**src/rtl/mbisr_repair_map_if.sv**
```systemverilog
// mbisr_repair_map_if: MBIST fail reports, functional port, SRAM port and repair status.
interface mbisr_repair_map_if #(
    parameter int ADDR_W     = 4,
    parameter int DATA_W     = 8,
    parameter int NUM_SPARES = 2
);
    localparam int CNT_W = $clog2(NUM_SPARES + 1);
    logic              clear;
    logic              fail_valid;
    logic [ADDR_W-1:0] fail_addr;
    logic              fail_ready;
    logic              bist_done;
    logic [ADDR_W-1:0] func_addr;
    logic              func_we;
    logic [DATA_W-1:0] func_wdata;
    logic [DATA_W-1:0] func_rdata;
    logic [ADDR_W-1:0] mem_addr;
    logic              mem_we;
    logic [DATA_W-1:0] mem_wdata;
    logic [DATA_W-1:0] mem_rdata;
    logic              repair_done;
    logic              repair_fail;
    logic [CNT_W-1:0]  spares_used;

    modport master (
        output clear, fail_valid, fail_addr, bist_done, func_addr, func_we, func_wdata, mem_rdata,
        input  fail_ready, func_rdata, mem_addr, mem_we, mem_wdata, repair_done, repair_fail, spares_used
    );
    modport slave (
        input  clear, fail_valid, fail_addr, bist_done, func_addr, func_we, func_wdata, mem_rdata,
        output fail_ready, func_rdata, mem_addr, mem_we, mem_wdata, repair_done, repair_fail, spares_used
    );
endinterface

```
**src/rtl/mbisr_repair_map.sv**
```systemverilog
// mbisr_repair_map: allocates MBIST-reported failing words to spare registers and
// redirects functional accesses to repaired addresses once the test run is done.
module mbisr_repair_map #(
    parameter int ADDR_W     = 4,
    parameter int DATA_W     = 8,
    parameter int NUM_SPARES = 2
) (
    input logic               clk,
    input logic               rst,
    mbisr_repair_map_if.slave bus
);
    localparam int IDX_W = NUM_SPARES > 1 ? $clog2(NUM_SPARES) : 1;
    localparam int CNT_W = $clog2(NUM_SPARES + 1);

    typedef enum logic [1:0] {COLLECT, CAPTURE, DONE} state_t;

    state_t            r_state;
    logic [NUM_SPARES-1:0] r_valid;
    logic [ADDR_W-1:0] r_tag  [NUM_SPARES];
    logic [DATA_W-1:0] r_data [NUM_SPARES];
    logic [ADDR_W-1:0] r_cap_addr;
    logic              r_done_pend;
    logic              r_fail_ready;
    logic              r_repair_done;
    logic              r_repair_fail;
    logic [CNT_W-1:0]  r_used;
    logic [ADDR_W-1:0] r_mem_addr;
    logic              r_mem_we;
    logic [DATA_W-1:0] r_mem_wdata;
    logic              r_hit_q;
    logic [IDX_W-1:0]  r_idx_q;
    logic              r_live;
    logic              w_cap_hit;
    logic              w_free;
    logic [IDX_W-1:0]  w_free_idx;
    logic              w_hit;
    logic [IDX_W-1:0]  w_idx;
    logic              w_to_done;

    // Descending scan so the lowest matching/free index wins.
    always_comb begin
        w_cap_hit  = 1'b0;
        w_free     = 1'b0;
        w_free_idx = '0;
        w_hit      = 1'b0;
        w_idx      = '0;
        for (int i = NUM_SPARES - 1; i >= 0; i--) begin
            if (r_valid[i] && r_tag[i] == r_cap_addr) w_cap_hit = 1'b1;
            if (!r_valid[i]) begin
                w_free     = 1'b1;
                w_free_idx = IDX_W'(i);
            end
            if (r_state == DONE && r_valid[i] && r_tag[i] == bus.func_addr) begin
                w_hit = 1'b1;
                w_idx = IDX_W'(i);
            end
        end
    end

    assign w_to_done = r_done_pend || bus.bist_done;

    always_ff @(posedge clk or posedge rst) begin
        if (rst) begin
            r_state       <= COLLECT;
            r_valid       <= '0;
            r_cap_addr    <= '0;
            r_done_pend   <= 1'b0;
            r_fail_ready  <= 1'b1;
            r_repair_done <= 1'b0;
            r_repair_fail <= 1'b0;
            r_used        <= '0;
            r_mem_addr    <= '0;
            r_mem_we      <= 1'b0;
            r_mem_wdata   <= '0;
            r_hit_q       <= 1'b0;
            r_idx_q       <= '0;
            r_live        <= 1'b0;
            for (int i = 0; i < NUM_SPARES; i++) begin
                r_tag[i]  <= '0;
                r_data[i] <= '0;
            end
        end else begin
            r_live      <= 1'b1;
            r_mem_addr  <= bus.func_addr;
            r_mem_wdata <= bus.func_wdata;
            r_mem_we    <= bus.func_we && !w_hit;
            r_hit_q     <= w_hit;
            r_idx_q     <= w_idx;
            if (bus.clear) begin
                r_state       <= COLLECT;
                r_valid       <= '0;
                r_done_pend   <= 1'b0;
                r_fail_ready  <= 1'b1;
                r_repair_done <= 1'b0;
                r_repair_fail <= 1'b0;
                r_used        <= '0;
                for (int i = 0; i < NUM_SPARES; i++) r_data[i] <= '0;
            end else begin
                if (w_hit && bus.func_we) r_data[w_idx] <= bus.func_wdata;
                case (r_state)
                    COLLECT: begin
                        if (bus.fail_valid) begin
                            r_cap_addr   <= bus.fail_addr;
                            r_done_pend  <= bus.bist_done;
                            r_fail_ready <= 1'b0;
                            r_state      <= CAPTURE;
                        end else if (bus.bist_done) begin
                            r_fail_ready  <= 1'b0;
                            r_repair_done <= 1'b1;
                            r_state       <= DONE;
                        end
                    end
                    CAPTURE: begin
                        if (!w_cap_hit && w_free) begin
                            r_valid[w_free_idx] <= 1'b1;
                            r_tag[w_free_idx]   <= r_cap_addr;
                            r_used              <= r_used + 1'b1;
                        end else if (!w_cap_hit) begin
                            r_repair_fail <= 1'b1;
                        end
                        r_done_pend   <= 1'b0;
                        r_fail_ready  <= !w_to_done;
                        r_repair_done <= w_to_done;
                        r_state       <= w_to_done ? DONE : COLLECT;
                    end
                    default: ;
                endcase
            end
        end
    end

    assign bus.fail_ready  = r_fail_ready;
    assign bus.repair_done = r_repair_done;
    assign bus.repair_fail = r_repair_fail;
    assign bus.spares_used = r_used;
    assign bus.mem_addr    = r_mem_addr;
    assign bus.mem_we      = r_mem_we;
    assign bus.mem_wdata   = r_mem_wdata;
    assign bus.func_rdata  = !r_live ? '0 : r_hit_q ? r_data[r_idx_q] : bus.mem_rdata;
endmodule

```
**src/flat_wrapper.sv**
```systemverilog
// flat-port wrapper written by rule: the top's interface ports become plain ports
module mbisr_repair_map_flat 
#(
    parameter int ADDR_W     = 4,
    parameter int DATA_W     = 8,
    parameter int NUM_SPARES = 2
)
  (clk, rst, bus_clear, bus_fail_valid, bus_fail_addr, bus_bist_done, bus_func_addr, bus_func_we, bus_func_wdata, bus_mem_rdata, bus_fail_ready, bus_func_rdata, bus_mem_addr, bus_mem_we, bus_mem_wdata, bus_repair_done, bus_repair_fail, bus_spares_used);
  mbisr_repair_map_if #(.ADDR_W(ADDR_W), .DATA_W(DATA_W), .NUM_SPARES(NUM_SPARES)) bus_i ();
  input logic clk;
  input logic rst;
  input wire logic [$bits(bus_i.clear)-1:0] bus_clear;
  input wire logic [$bits(bus_i.fail_valid)-1:0] bus_fail_valid;
  input wire logic [$bits(bus_i.fail_addr)-1:0] bus_fail_addr;
  input wire logic [$bits(bus_i.bist_done)-1:0] bus_bist_done;
  input wire logic [$bits(bus_i.func_addr)-1:0] bus_func_addr;
  input wire logic [$bits(bus_i.func_we)-1:0] bus_func_we;
  input wire logic [$bits(bus_i.func_wdata)-1:0] bus_func_wdata;
  input wire logic [$bits(bus_i.mem_rdata)-1:0] bus_mem_rdata;
  output wire logic [$bits(bus_i.fail_ready)-1:0] bus_fail_ready;
  output wire logic [$bits(bus_i.func_rdata)-1:0] bus_func_rdata;
  output wire logic [$bits(bus_i.mem_addr)-1:0] bus_mem_addr;
  output wire logic [$bits(bus_i.mem_we)-1:0] bus_mem_we;
  output wire logic [$bits(bus_i.mem_wdata)-1:0] bus_mem_wdata;
  output wire logic [$bits(bus_i.repair_done)-1:0] bus_repair_done;
  output wire logic [$bits(bus_i.repair_fail)-1:0] bus_repair_fail;
  output wire logic [$bits(bus_i.spares_used)-1:0] bus_spares_used;
  assign bus_i.clear = bus_clear;
  assign bus_i.fail_valid = bus_fail_valid;
  assign bus_i.fail_addr = bus_fail_addr;
  assign bus_i.bist_done = bus_bist_done;
  assign bus_i.func_addr = bus_func_addr;
  assign bus_i.func_we = bus_func_we;
  assign bus_i.func_wdata = bus_func_wdata;
  assign bus_i.mem_rdata = bus_mem_rdata;
  assign bus_fail_ready = bus_i.fail_ready;
  assign bus_func_rdata = bus_i.func_rdata;
  assign bus_mem_addr = bus_i.mem_addr;
  assign bus_mem_we = bus_i.mem_we;
  assign bus_mem_wdata = bus_i.mem_wdata;
  assign bus_repair_done = bus_i.repair_done;
  assign bus_repair_fail = bus_i.repair_fail;
  assign bus_spares_used = bus_i.spares_used;
  mbisr_repair_map #(.ADDR_W(ADDR_W), .DATA_W(DATA_W), .NUM_SPARES(NUM_SPARES)) u_core (.clk(clk), .rst(rst), .bus(bus_i));
endmodule
```
**config.mk**
```make
export PLATFORM = sky130hd
export DESIGN_NAME = mbisr_repair_map_flat
export DESIGN_NICKNAME = d
export VERILOG_FILES = /design/src/rtl/mbisr_repair_map_if.sv /design/src/rtl/mbisr_repair_map.sv /design/src/flat_wrapper.sv
export SDC_FILE = /design/constraint.sdc
export NUM_CORES = 1
export LEC_CHECK = 0
export ABC_AREA = 1
export CORE_AREA = 10 10 83 85
export CTS_CLUSTER_DIAMETER = 100
export DETAILED_ROUTE_END_ITERATION = 10
export DIE_AREA = 0 0 93 95
export PLACE_DENSITY = 0.81
export SLEW_MARGIN = 0
export SYNTH_ARGS = -nofsm -noshare
export SYNTH_HDL_FRONTEND = slang
export SYNTH_SLANG_ARGS = --single-unit
```
**constraint.sdc**
```tcl
create_clock -name clk -period 2.3 [get_ports clk]
set_clock_uncertainty 0.15 [all_clocks]
set_input_delay 0.345 -clock clk [delete_from_list [all_inputs] [get_ports clk]]
set_output_delay 0.345 -clock clk [all_outputs]
set_load 0.02 [all_outputs]
```
==> results.md <==
* Status: finished clean
* Site Rows at 27
* Family with the most delay on the worst path: buffers and inverters
* Unrepaired setup endpoints after global routing: false
* CP max stage delay at roughly 0.4 ns
* Final period util at around nine tenths
* Most common cell after layout, fill and taps aside: nand2_1
* Int Pwr at about 0.0015 W
* Syn Std Cell Area at 2580 um^2
* GPL Wtd Cong at between 0.8 and 0.9
* CP Max Fanout at 8
* Final min period at around 2.1 ns
* Largest net degree at the start of global routing at 30
* Die Ht at between 90 and 100 um
* Most frequent cells in the layout: nand2_1, dfrtp_1, clkdlybuf4s50_1
* Reg area at ~1400 um^2
* Hold Crit Class: in -> async
* Total Wirelength at ~6300 um
* Placed instance count at between 400 and 500
* Fmax at around 480 MHz
* Drt pass-1 iters at 5
* Via density at about 5.1
* Max cap viols at 0
* Post-synthesis cell count at 320
* Final net count at around 410
* Crit path kind: reg -> out
* Clk sinks at 54
* Antenna violations before repair at 0
* TritonCTS Buffers at 5
* Sequential power share at approximately 53%
* Crit path top cell by count: inv_1
* IO Pins at 56
* Net Sw Power at 0.000759 W
* CP Launch Type: flop
* Aggregate negative setup slack at 0 ns
* Postcts setup bufs at 0
* Comb pwr share at a little under a quarter
* Max Slew Vio Count at 0
* Global-route wire length before repair at around 11,000 um
* Setup violators final at 0
* Die X at between 90 and 100 um
* Data arrival time of the worst path at between 1.5 and 2 ns
* Routed length per instance at around 14 um
* Die area at just under 9000 um^2
* Post-DP HPWL at ~4800 um
* Crit. End Element: output port
* Buf/Inv on CP at 3
* Hold violation count in the final report at 0
* Synth warnings at 0
* H-tree depth at 2
* Worst Path Required at between 1.5 and 2 ns
* Post-CTS Hold Fix Bufs at 0
* Mapped Avg Cell Area at roughly 8.1 um^2
* Clk_lat worst skew at 0.31 ns
* Initial DRC count at between 100 and 150
* Core area at around 5300 um^2
* Max-slew headroom at around three fifths
* Clk pin slew, worst setup/hold paths at roughly 0.11 ns
* Vias in the first global route at 2,243
* Synthesis-to-layout area growth at 27.8%
* PortBufs at between 50 and 60
* Design Area, Final at around 3300 um^2
* Post-Place Cell Area at roughly 3200 um^2
* P_leak at between 1.5 and 2 nW
* Pwr per Cell Area at between 600 and 700 nW/um^2
* DRC at 0
* Final ANT Viol Nets at 0
* CTS Buffer Depth at 2
* Sw Ratio at around a third
* Non-Filler Instances at 450
* Seq/Total Area, Yosys at a little over half
* Clock power frac at between 20% and 30%
* Layout cells sized above 1 at under 10%
* Remaining global-route overflow at 0
* Antenna Cells at 0
* Root Driver: clkbuf_8
* Fillers at just under 500
* Routed vias at around 2.3k
* Post-Syn Nets at 350
* Initial Utilization at 48.4%
* Slew @ Worst Pin at about 0.57 ns
* Multi-input logic area at roughly 1000 um^2
* Total GRT Usage at ~15%
* CP cell instances: inv_1 -> nand2_1 -> nand3_1 -> o211ai_1 -> inv_1 -> dlygate4sd2_1
* VDD IR max at 0.472 mV
* CTS tree: done
* Slowest library cell on the worst path: dfrtp_1
* Cell variety after synth at 28
* Flops & latches, synth at 54
==> power groups by stage <==
stage | logic [W] | registers (W) | clock network [W]
final | 0.000524 | 0.00119 | 0.000550
after global routing | 0.000583 | 0.00120 | 0.000604
after CTS | 0.000523 | 0.00118 | 0.000566
after detailed placement | 0.000525 | 0.00120 | 0
after global placement | 0.000504 | 0.00119 | 0
after floorplan | 0.000325 | 0.00118 | 0
==> per-stage QoR <==
stage	power [W]	util [%]	setup slack, ns	hold WS [ns]
floorplan	0.00151	-	0.492	0.226
global placement	0.00170	60.3	0.164	0.311
detailed placement	0.00172	60.3	0.0935	0.308
CTS	0.00227	61.9	0.189	0.275
global route	0.00239	61.9	0.0731	0.304
finish	0.00226	61.9	0.227	0.253
==> cells by family after synthesis <==
| kind of cell | synth area share [%] |
|---|---|
| AND/OR/NAND/NOR | 32.0 |
| buffers and inverters | 8.33 |
| other | 0.145 |
| XOR/XNOR | 1.36 |
| multiplexers | 0.436 |
| flip-flops | 52.3 |
| AO/OA/AOI/OAI | 5.38 |
==> flip-flops by register name, indices dropped and copies added (netlist names), 2 cells and up <==
register and cells:
u_core.r_state 2, u_core.r_valid 2, u_core.r_tag 8, u_core.bus.mem_wdata 8, u_core.bus.mem_addr 4, u_core.r_data 16
u_core.bus.spares_used 2, u_core.r_cap_addr 4
==> routing by layer <==
| layer | part of all wire [%] | up-vias | GRT usage, % |
|---|---|---|---|
| met2 | 48 | 90 | 24.8 |
| met4 | 0.87 | 0 | 4.63 |
| met1 | 44 | 1073 | 18.0 |
| met5 | 0 | - | 0 |
| li1 | - | 1140 | - |
| met3 | 6.7 | 6 | 3.09 |
==> what timing repair did <==
item / 4_1_cts / 5_1_grt
endpoints found under the hold margin: 0 / 0
setup endpoints to repair: 8 / 0
resized for setup: 8 / 0
==> layout make-up <==
class,count,area share (%)
multi-input combinational,215,30.8
sequential,54,40.9
timing repair buffer,61,18.1
tap,72,2.73
clock buffer,5,2.08
clock inverter,3,0.758
inverter,40,4.62
==> synth_stat cells <==
cell type | number | area, um^2
nand2_1 | 112 | 420
dfrtp_1 | 53 | 1330
inv_1 | 32 | 120
nand4_1 | 26 | 163
nand3_1 | 20 | 100
nor2_1 | 17 | 63.8
o211ai_1 | 8 | 60.1
inv_2 | 7 | 26.3
a21oi_1 | 6 | 30.0
o21ai_0 | 6 | 30.0
nand2_2 | 5 | 31.3
buf_2 | 4 | 20.0
xnor2_1 | 4 | 35.0
clkbuf_1 | 3 | 11.3
buf_4 | 2 | 15.0
nand3b_1 | 2 | 15.0
nor2_2 | 2 | 12.5
a31oi_1 | 1 | 6.26
buf_6 | 1 | 11.3
clkbuf_2 | 1 | 5.00
conb_1 | 1 | 3.75
dfstp_2 | 1 | 26.3
inv_4 | 1 | 6.26
mux2_2 | 1 | 11.3
nand2_4 | 1 | 11.3
nand3_2 | 1 | 10.0
o21ai_1 | 1 | 5.00
o31ai_1 | 1 | 7.51
==> worst reg2reg max path, cell delays in order (launching register included) <==
cell	delay, ns
dfrtp_1	0.54
nand3_1	0.18
nor2_1	0.17
nand3_2	0.13
nand2_2	0.21
nand2_1	0.09
nand2_2	0.16
nand2_1	0.09
nand2_1	0.07
==> path summary, 6_finish.rpt <==
check,from,end,slack (ns),cells after the start
min in group clk,u_core.bus.fail_ready,u_core.bus.fail_ready,0.33,2
hold reg to reg,u_core.bus.fail_ready,u_core.bus.fail_ready,0.33,2
setup / recovery,u_core.r_idx_q,bus_func_rdata[1],0.23,6
setup reg to reg,u_core.r_valid[0],u_core.r_data[7],0.46,8
hold / removal,rst,u_core.r_valid[0],0.25,2
max in group asynchronous,rst,u_core.bus.mem_wdata[7],1.21,3
Power figures use the tool's default switching activity.
